[src/rtl/mdio_pkg.sv]
// mdio_pkg: shared FSM state, frame encodings and T_DATA field layout for the MDIO master
package mdio_pkg;
   typedef enum logic [2:0] {IDLE, PRE, HDR, TA, DATA} mdio_state_t;
   localparam logic [1:0] ST_CL22      = 2'b01;
   localparam logic [1:0] ST_CL45      = 2'b00;
   localparam logic [1:0] OP_C45_ADDR  = 2'b00;
   localparam logic [1:0] OP_WRITE     = 2'b01;
   localparam logic [1:0] OP_C22_READ  = 2'b10;
   localparam logic [1:0] OP_C45_RDINC = 2'b10;
   localparam logic [1:0] OP_C45_READ  = 2'b11;
   localparam int ST_LSB    = 30;
   localparam int OP_LSB    = 28;
   localparam int ADDR1_LSB = 23;
   localparam int ADDR2_LSB = 18;
   localparam int TA_LSB    = 16;
   localparam int DATA_LSB  = 0;
   localparam int HDR_BITS  = 14;
   localparam int TA_BITS   = 2;
   // OP[1] set marks every read flavour (Cl22 read, Cl45 read and post-read-increment)
   function automatic logic is_read(input logic [31:0] frame);
      return frame[OP_LSB+1];
   endfunction
endpackage

[src/rtl/mdio_clk_gen.sv]
// mdio_clk_gen: MDC divider with one-clk strobes on the cycle before each MDC edge
module mdio_clk_gen #(
   parameter int MDC_DIV = 4
) (
   input  logic clk,
   input  logic rst,
   input  logic en,
   output logic mdc,
   output logic mdc_rise,
   output logic mdc_fall
);
   localparam int CW = $clog2(MDC_DIV);
   logic [CW-1:0] cnt;
   logic          wrap;
   assign wrap     = cnt == CW'(MDC_DIV - 1);
   assign mdc_rise = en && !mdc && wrap;
   assign mdc_fall = en && mdc && wrap;
   // half-period counter; held cleared with MDC low whenever no frame is running
   always_ff @(posedge clk) begin
      if (rst || !en) begin
         cnt <= '0;
         mdc <= 1'b0;
      end else begin
         cnt <= wrap ? '0 : cnt + 1'b1;
         if (wrap) mdc <= ~mdc;
      end
   end
endmodule

[src/rtl/mdio_master_param.sv]
// mdio_master_param: MDIO master serialising a 32-bit Cl22/Cl45 frame; MDIO_PRESUP_EN adds per-frame preamble suppression
module mdio_master_param
   import mdio_pkg::*;
#(
   parameter int MDC_DIV = 4,
   parameter int PRE_LEN = 32
) (
   input  logic        clk,
   input  logic        rst,
   input  logic        MDIO_START,
   input  logic [31:0] T_DATA,
`ifdef MDIO_PRESUP_EN
   input  logic        PRE_SUP,
`endif
   input  logic        MDIO_IN,
   output logic        MDC,
   output logic        MDIO_OUT,
   output logic        MDIO_OE,
   output logic [15:0] RD_DATA,
   output logic        DATA_RDY,
   output logic        BUSY
);
   localparam int PW = (PRE_LEN > 0) ? $clog2(PRE_LEN + 1) : 1;
   mdio_state_t   state;
   logic [31:0]   sreg;
   logic [15:0]   sin;
   logic [PW-1:0] pcnt;
   logic [4:0]    bcnt;
   logic          rd;
   logic          skip_pre;
   logic          mdc_rise;
   logic          mdc_fall;
`ifdef MDIO_PRESUP_EN
   assign skip_pre = (PRE_LEN == 0) || PRE_SUP;
`else
   assign skip_pre = (PRE_LEN == 0);
`endif
   mdio_clk_gen #(.MDC_DIV(MDC_DIV)) u_clk_gen (
      .clk      (clk),
      .rst      (rst),
      .en       (BUSY),
      .mdc      (MDC),
      .mdc_rise (mdc_rise),
      .mdc_fall (mdc_fall)
   );
   // frame FSM: each MDC falling strobe ends one bit and launches the next on MDIO_OUT
   always_ff @(posedge clk) begin
      DATA_RDY <= 1'b0;
      if (rst) begin
         state    <= IDLE;
         BUSY     <= 1'b0;
         MDIO_OUT <= 1'b0;
         MDIO_OE  <= 1'b0;
         RD_DATA  <= '0;
         sreg     <= '0;
         sin      <= '0;
         pcnt     <= '0;
         bcnt     <= '0;
         rd       <= 1'b0;
      end else begin
         case (state)
            IDLE: if (MDIO_START) begin
               BUSY    <= 1'b1;
               MDIO_OE <= 1'b1;
               rd      <= is_read(T_DATA);
               pcnt    <= '0;
               bcnt    <= '0;
               if (skip_pre) begin
                  state    <= HDR;
                  MDIO_OUT <= T_DATA[31];
                  sreg     <= {T_DATA[30:0], 1'b0};
               end else begin
                  state    <= PRE;
                  MDIO_OUT <= 1'b1;
                  sreg     <= T_DATA;
               end
            end
            PRE: if (mdc_fall) begin
               if (pcnt == PW'(PRE_LEN - 1)) begin
                  state    <= HDR;
                  MDIO_OUT <= sreg[31];
                  sreg     <= {sreg[30:0], 1'b0};
               end else begin
                  pcnt <= pcnt + 1'b1;
               end
            end
            default: begin
               if (mdc_rise && state == DATA) sin <= {sin[14:0], MDIO_IN};
               if (mdc_fall) begin
                  if (bcnt == 5'd31) begin
                     state    <= IDLE;
                     BUSY     <= 1'b0;
                     MDIO_OE  <= 1'b0;
                     MDIO_OUT <= 1'b0;
                     if (rd) begin
                        RD_DATA  <= sin;
                        DATA_RDY <= 1'b1;
                     end
                  end else begin
                     bcnt  <= bcnt + 1'b1;
                     state <= (bcnt == 5'(HDR_BITS - 1)) ? TA :
                              (bcnt == 5'(HDR_BITS + TA_BITS - 1)) ? DATA : state;
                     if (rd && bcnt >= 5'(HDR_BITS - 1)) begin
                        MDIO_OE  <= 1'b0;
                        MDIO_OUT <= 1'b0;
                     end else begin
                        MDIO_OUT <= sreg[31];
                        sreg     <= {sreg[30:0], 1'b0};
                     end
                  end
               end
            end
         endcase
      end
   end
endmodule

[config.mk]
export PLATFORM = sky130hd
export DESIGN_NAME = mdio_master_param
export DESIGN_NICKNAME = d
export VERILOG_FILES = /design/src/rtl/mdio_pkg.sv /design/src/rtl/mdio_clk_gen.sv /design/src/rtl/mdio_master_param.sv
export SDC_FILE = /design/constraint.sdc
export NUM_CORES = 1
export LEC_CHECK = 0
export BUFFER_PORTS_ARGS = -buffer_cell sky130_fd_sc_hd__buf_4
export CAP_MARGIN = 20
export CORE_MARGIN = 2
export CORE_UTILIZATION = 30
export DETAILED_ROUTE_END_ITERATION = 8
export HOLD_SLACK_MARGIN = 0.02
export PLACE_DENSITY = 0.54
export SLEW_MARGIN = 20
export SYNTH_ARGS = -nofsm -noshare
export SYNTH_HDL_FRONTEND = slang
export SYNTH_SLANG_ARGS = --single-unit
export TNS_END_PERCENT = 10
[constraint.sdc]
create_clock -name clk -period 3.94 [get_ports clk]
set_clock_uncertainty 0.2 [all_clocks]
set_input_delay 0.985 -clock clk [delete_from_list [all_inputs] [get_ports clk]]
set_output_delay 0.985 -clock clk [all_outputs]
set_load 0.01 [all_outputs]
# == Word level (Yosys, flattened, before mapping) ==
# Index checks and enable logic that the tools add are counted.
# word_totals
regBits,86
in_bits,36
output_inout_bits,21
elab_cells,102
# op_classes
add_sub_neg,3
n_lt_le_gt_ge,1
eq_ne,14
mux,38
bitwise,5
reduce_logical,28
# op_table
op,n
32-bit two-way mux,6
32-bit case mux with 2 select lines,1
4-bit AND reduction,6
3-bit two-way mux,7
6-bit two-way mux,3
5-bit two-way mux,3
1-bit two-way mux,12
6-bit case mux with 2 select lines,1
5-bit by 4-bit equality test with 1-bit output (second input constant),2
5-bit case mux with 2 select lines,1
2-bit inequality test (second input constant),4
6-bit by 1-bit adder with 6-bit output (second input constant),1
6-bit by 5-bit equality test with 1-bit output (second input constant),1
1-bit logical AND,6
3-bit by 1-bit inequality test with 1-bit output (second input constant),2
1-bit case mux with 2 select lines,3
3-bit case mux with 2 select lines,1
6-bit AND reduction,1
2-bit nonzero test,3
5-bit by 1-bit adder with 5-bit output (second input constant),1
5-bit equality test (second input constant),1
5-bit by 4-bit >= comparator with 1-bit output (second input constant),1
1-bit inverter,5
5-bit AND reduction,1
other kinds (13),16

# == Logic depth before layout (Yosys ltp) ==
# logic_depth
depth_word,6
depth_mapped,8
mapped_depth_nobuf,7

# == Hierarchy ==
# Synthesis repeated with hierarchy kept, for this count alone.
# unflattened
hier_cells,475
area_unflattened_um2,4055.1
# by_module_without_submodules
mod,n_inst,cells_per_inst,area_per_inst_um2,seq_area_each_um2
mdio_master_param,1,462,3920.0,1661.6
mdio_clk_gen,1,13,135.1,60.1

# == Worst setup path before layout ==
# Ideal clock, no wire load.
# synth_path
path_kind,input to register
startpoint,input MDIO_START
endpoint,register sreg[12]
arrival_time_ps,2226
t_required_ps,3619
path_slack_ps,1393
path_stages,6
path_buffers,2
cell_sequence,or4b_4 buf_6 o21ai_4 o22ai_4 buf_6 mux2_4
# synth_via
elab_chain_cells,2
# synth_lines
element,line_no,rtl
from (decl),mdio_master_param.sv:10,"input logic MDIO_START,"
2-bit inequality test (no line),--,
6-bit AND reduction (no line),--,
to (signal assigned),mdio_master_param.sv:71,"sreg <= {T_DATA[30:0], 1'b0};"
to (signal assigned),mdio_master_param.sv:82,"sreg <= {sreg[30:0], 1'b0};"
to (signal assigned),mdio_master_param.sv:108,"sreg <= {sreg[30:0], 1'b0};"
to (decl),mdio_master_param.sv:25,logic [31:0] sreg;
# No other way between the ends.
# A chain may end at the register's enable or synchronous reset.

# == Worst setup path after layout ==
# layout_path
startpoint,register bcnt[0]
endpoint,register sreg[10]
# layout_via
elab_chain_cells,4
# layout_lines
element,line_no,rtl
from (decl),mdio_master_param.sv:28,logic [4:0] bcnt;
from (signal assigned),mdio_master_param.sv:100,bcnt <= bcnt + 1'b1;
5-bit by 4-bit >= comparator with 1-bit output,mdio_master_param.sv:103,if (rd && bcnt >= 5'(HDR_BITS - 1)) begin
1-bit logical AND,mdio_master_param.sv:103,
3-bit by 1-bit inequality test with 1-bit output (no line),--,
6-bit AND reduction (no line) (*),--,
# Mark *: on every way between the ends. The rest lies on a longest branch, timed or not.

==> results.md <==
Status:
- The run finished with clean final reports.

Timing:
- Setup repair after global routing left no endpoint under its margin.
- Setup violations remaining at the end of the flow were counted as 0.
- Derived from the worst setup path, the maximum achievable clock frequency is 362 MHz.
- For the pin with the worst max-slew slack, the measured transition is 1.00 ns.
- The worst path in the final design needs a cycle of 2.76 ns, including I/O delays and setup.
- The final max-slew violation count is 0.
- The final period utilization is 0.701.
- The post-route setup TNS is 0 ns.
- The normalized max-slew margin is 0.331.
- The final-report hold violation count is 0.

Floorplan:
- The initialized floorplan defines 43 standard-cell rows.
- The die covers 14900 um2.
- The die boundary width is 122 um.
- The area of the placeable core is 13700 um2.
- In this run the vertical extent of the chip is 122 um.
- The initial standard-cell utilization of the core is 0.304.
- The top-level I/O count is 57.

Detailed routing:
- After detailed routing, the number of remaining DRC violations is 0.
- The detailed-route wire length is 8180 um.
- The via count normalized by instance count is 4.53.
- The detailed router finished its first iteration with 109 violations.
- The average detailed-routed wire length per instance is 12.7 um.
- In this run the remaining antenna-violating nets after routing total 0.
- The vias after detailed routing is 2912.
- The number of iterations in the first detailed-routing pass is 4.

Global route:
- The total overflow left after global routing is 0.
- The routing usage on met3 is 0.0515.
- The most used routing layer is met2.
- The maximum number of pins on one net before global-route repair is 99.
- The first global-routing pass estimated 13500 um of wire.
- The number of antenna violations at the first check in global routing is 0.
- For met2 alone, demand over resource in global routing was 0.172.
- The global-route usage over all layers is 0.116.
- The global routing met1 resource utilization is 0.152.
- The number of global-route vias before repair is 2803.

Final layout:
- The repair_antennas step left the layout with diodes totalling 0.
- The area growth from synthesis to layout is 19.6%.
- The final instance count without filler cells is 643.
- The fraction of final layout cells with drive strength greater than 1 is 0.257.
- The final-stage net count is 501.

Power:
- The maximum resistive drop on vdd is 0.366 mV.
- Of the total power, the clock network draws 0.351.
- Of the total power, the share spent switching nets is 0.266.
- The leakage component of the power is 0.00239 uW.
- Of the total power, combinational logic draws 0.215.
- For this design the total switching power over the nets is 601 uW.
- Cell internal power was estimated by the tool at 1660 uW.
- Power spread over the standard cell area amounts to 452 nW/um2.
- Of the total power, registers draw 0.433.

Clock network:
- Buffers added to address setup during post-CTS repair amount to 0.
- The depth of the CTS H-tree is 3.
- TritonCTS built the clock tree.
- The number of clock buffers added by TritonCTS is 9.
- The number of sinks driven by the clock tree is 86.
- The maximum buffer depth of the clock tree is 2.
- The number of hold buffers added after CTS was 0.
- The tree is rooted in a sky130_fd_sc_hd__clkbuf_16.
- The count of cells resized by post-cts repair is 0.
- Clock-pin slew was measured on the worst setup and hold paths at 0.06 ns.
- The clock reaches the later pin of the worst-skew pair after 0.34 ns.

Yosys:
- The number of nets in the synthesized netlist is 456.
- The average cell area after synthesis is 10.1 um2.
- The unique cell type count in the Yosys netlist is 49.
- Ranked by total cell area, the synthesized netlist is headed by sky130_fd_sc_hd__dfxtp_1 (41%), sky130_fd_sc_hd__mux2i_1 (16%), sky130_fd_sc_hd__mux2_4 (10%).
- The number of warnings printed during yosys synthesis is 0.
- The number of synthesized flops with an enable pin is 0.
- The total of flip-flops plus latches after synthesis is 86.
- The most used flip-flop cell after synthesis is sky130_fd_sc_hd__dfxtp_1.
- The library cell occupying the most area in the post-synthesis netlist is sky130_fd_sc_hd__dfxtp_1.
- The share of synthesized area in the top cell type comes to 0.413.
- The mapped netlist covers 4170 um2.
- The register area share after synthesis is 0.413.
- The share of flip-flops with an asynchronous set or reset after synthesis is 0.
- The cell count after synthesis came out at 414.

Placed design:
- The placed wire-length estimate after detailed placement is 5390 um.
- After detailed placement, the design holds a cell count of 628.
- The number of input and output port buffers inserted is 56.
- The last weighted congestion value of the routability-driven placer is 0.737.

Min path:
- The path class of the tightest hold or removal check is reg2reg.

Worst setup path:
- The arrival time at the worst endpoint is 2.80 ns.
- The worst setup path is captured at a register.
- The launching element type of the critical path is a register.
- The worst setup path is of the reg2reg kind.
- Along the worst path, the maximum fanout reaches 18.
- The data required time of the critical path is 3.97 ns.

Run:
- The tool flagged a number of max-cap violations equal to 0.
[area by class of cell]
| cell class | instances | area (um2) |
|---|---|---|
| well taps | 180 | 225 |
| multi-input cells | 296 | 2290 |
| inverters | 5 | 18.8 |
| flip-flops and latches | 86 | 1720 |
| clock inverters | 3 | 20.0 |
| fillers | 1411 | 8730 |
| repair buffers | 61 | 458 |
| clock buffers | 12 | 256 |
[cell families after synthesis]
logic type               Yosys count  synth area share
AND/OR/NAND/NOR                  158             0.192
multiplexers                     100             0.276
flip-flops                        86             0.413
buffers and inverters             32            0.0402
AO/OA/AOI/OAI                     29            0.0555
adder cells (fa/ha/maj)            6            0.0180
XOR/XNOR                           3           0.00630
[metrics by stage]
step           setup WS [ns]  cell area (um2)   util  hold WS, ns  power, uW
2_1_floorplan           1.39             4170      -        0.208       1390
3_3_place_gp           0.844             4710  0.343        0.219       1480
3_5_place_dp           0.819             4710  0.343        0.222       1490
4_1_cts                 1.14             4990  0.364        0.235       2300
5_1_grt                0.993             4990  0.364        0.281       2380
6_report                1.18             4990  0.364        0.228       2260
[placed cells by master (no fill, tap or decap), types with 4 or more instances in the layout]
cell type,count
sky130_fd_sc_hd__dfxtp_1,86
sky130_fd_sc_hd__nor2_1,74
sky130_fd_sc_hd__mux2i_1,68
sky130_fd_sc_hd__buf_4,61
sky130_fd_sc_hd__nor2b_1,31
sky130_fd_sc_hd__mux2_4,29
sky130_fd_sc_hd__nand2_1,11
sky130_fd_sc_hd__nand3_1,9
sky130_fd_sc_hd__clkbuf_16,9
sky130_fd_sc_hd__a21oi_1,8
sky130_fd_sc_hd__nand2b_1,7
sky130_fd_sc_hd__ha_1,6
sky130_fd_sc_hd__inv_1,5
sky130_fd_sc_hd__nor3_1,4
[per-layer routing]
layer | wire, um | share of wire | vias to the layer above
met4 | 97 | 0.012 | 0
met3 | 531 | 0.065 | 8
met5 | 0 | 0 | -
li1 | - | - | 1506
met1 | 4110 | 0.50 | 1339
met2 | 3450 | 0.42 | 59
[flip-flops by register name (all words and copies together), names as in the netlist]
name and cells:
MDIO_OUT 1, pcnt 6, BUSY 1, bcnt 5, rd 1, u_clk_gen.cnt 2
RD_DATA 16, state 3, u_clk_gen.mdc 1, MDIO_OE 1, sreg 32, sin 16
DATA_RDY 1
[synth_stat cells, drive strengths merged, types with 2 or more instances]
library cell / instances
clkbuf: 12
inv: 5
nor3: 5
nor4b: 3
ha: 6
mux2i: 68
o21ai: 3
o21bai: 3
a221oi: 2
buf: 15
nor2: 75
nand2b: 7
o2111ai: 2
a21oi: 8
dfxtp: 86
o22ai: 4
xnor2: 2
nor2b: 31
or2: 3
nand2: 11
a2bb2oi: 2
or3: 3
mux2: 32
nand3: 9
and3: 3
[worst max-delay path: stages, from the launching register on]
cell and delay (ns):
sky130_fd_sc_hd__dfxtp_1 0.42, sky130_fd_sc_hd__ha_1 0.19, sky130_fd_sc_hd__and3_1 0.18, sky130_fd_sc_hd__ha_1 0.24
sky130_fd_sc_hd__a221oi_2 0.09, sky130_fd_sc_hd__o22ai_4 0.65, sky130_fd_sc_hd__buf_4 0.33, sky130_fd_sc_hd__mux2_2 0.34
[power groups by stage]
stage | Sequential [uW] | Combinational (uW) | Clock (uW)
after CTS | 978 | 495 | 830
after detailed placement | 996 | 494 | 0
after global placement | 996 | 488 | 0
after floorplan | 979 | 414 | 0
final | 978 | 486 | 793
after global routing | 987 | 532 | 862
[path summary, 6_finish.rpt]
kind	startpoint	end	slack [ns]	cells past startpoint
max	bcnt[0]$_SDFFE_PP0P_	sreg[10]$_SDFFE_PP0P_	1.18	7
min	u_clk_gen.cnt[0]$_SDFF_PP0_	u_clk_gen.cnt[0]$_SDFF_PP0_	0.23	1
max reg2reg	bcnt[0]$_SDFFE_PP0P_	sreg[10]$_SDFFE_PP0P_	1.18	7
min reg2reg	u_clk_gen.cnt[0]$_SDFF_PP0_	u_clk_gen.cnt[0]$_SDFF_PP0_	0.23	1
Note: power is estimated with default switching activity, not from simulation.
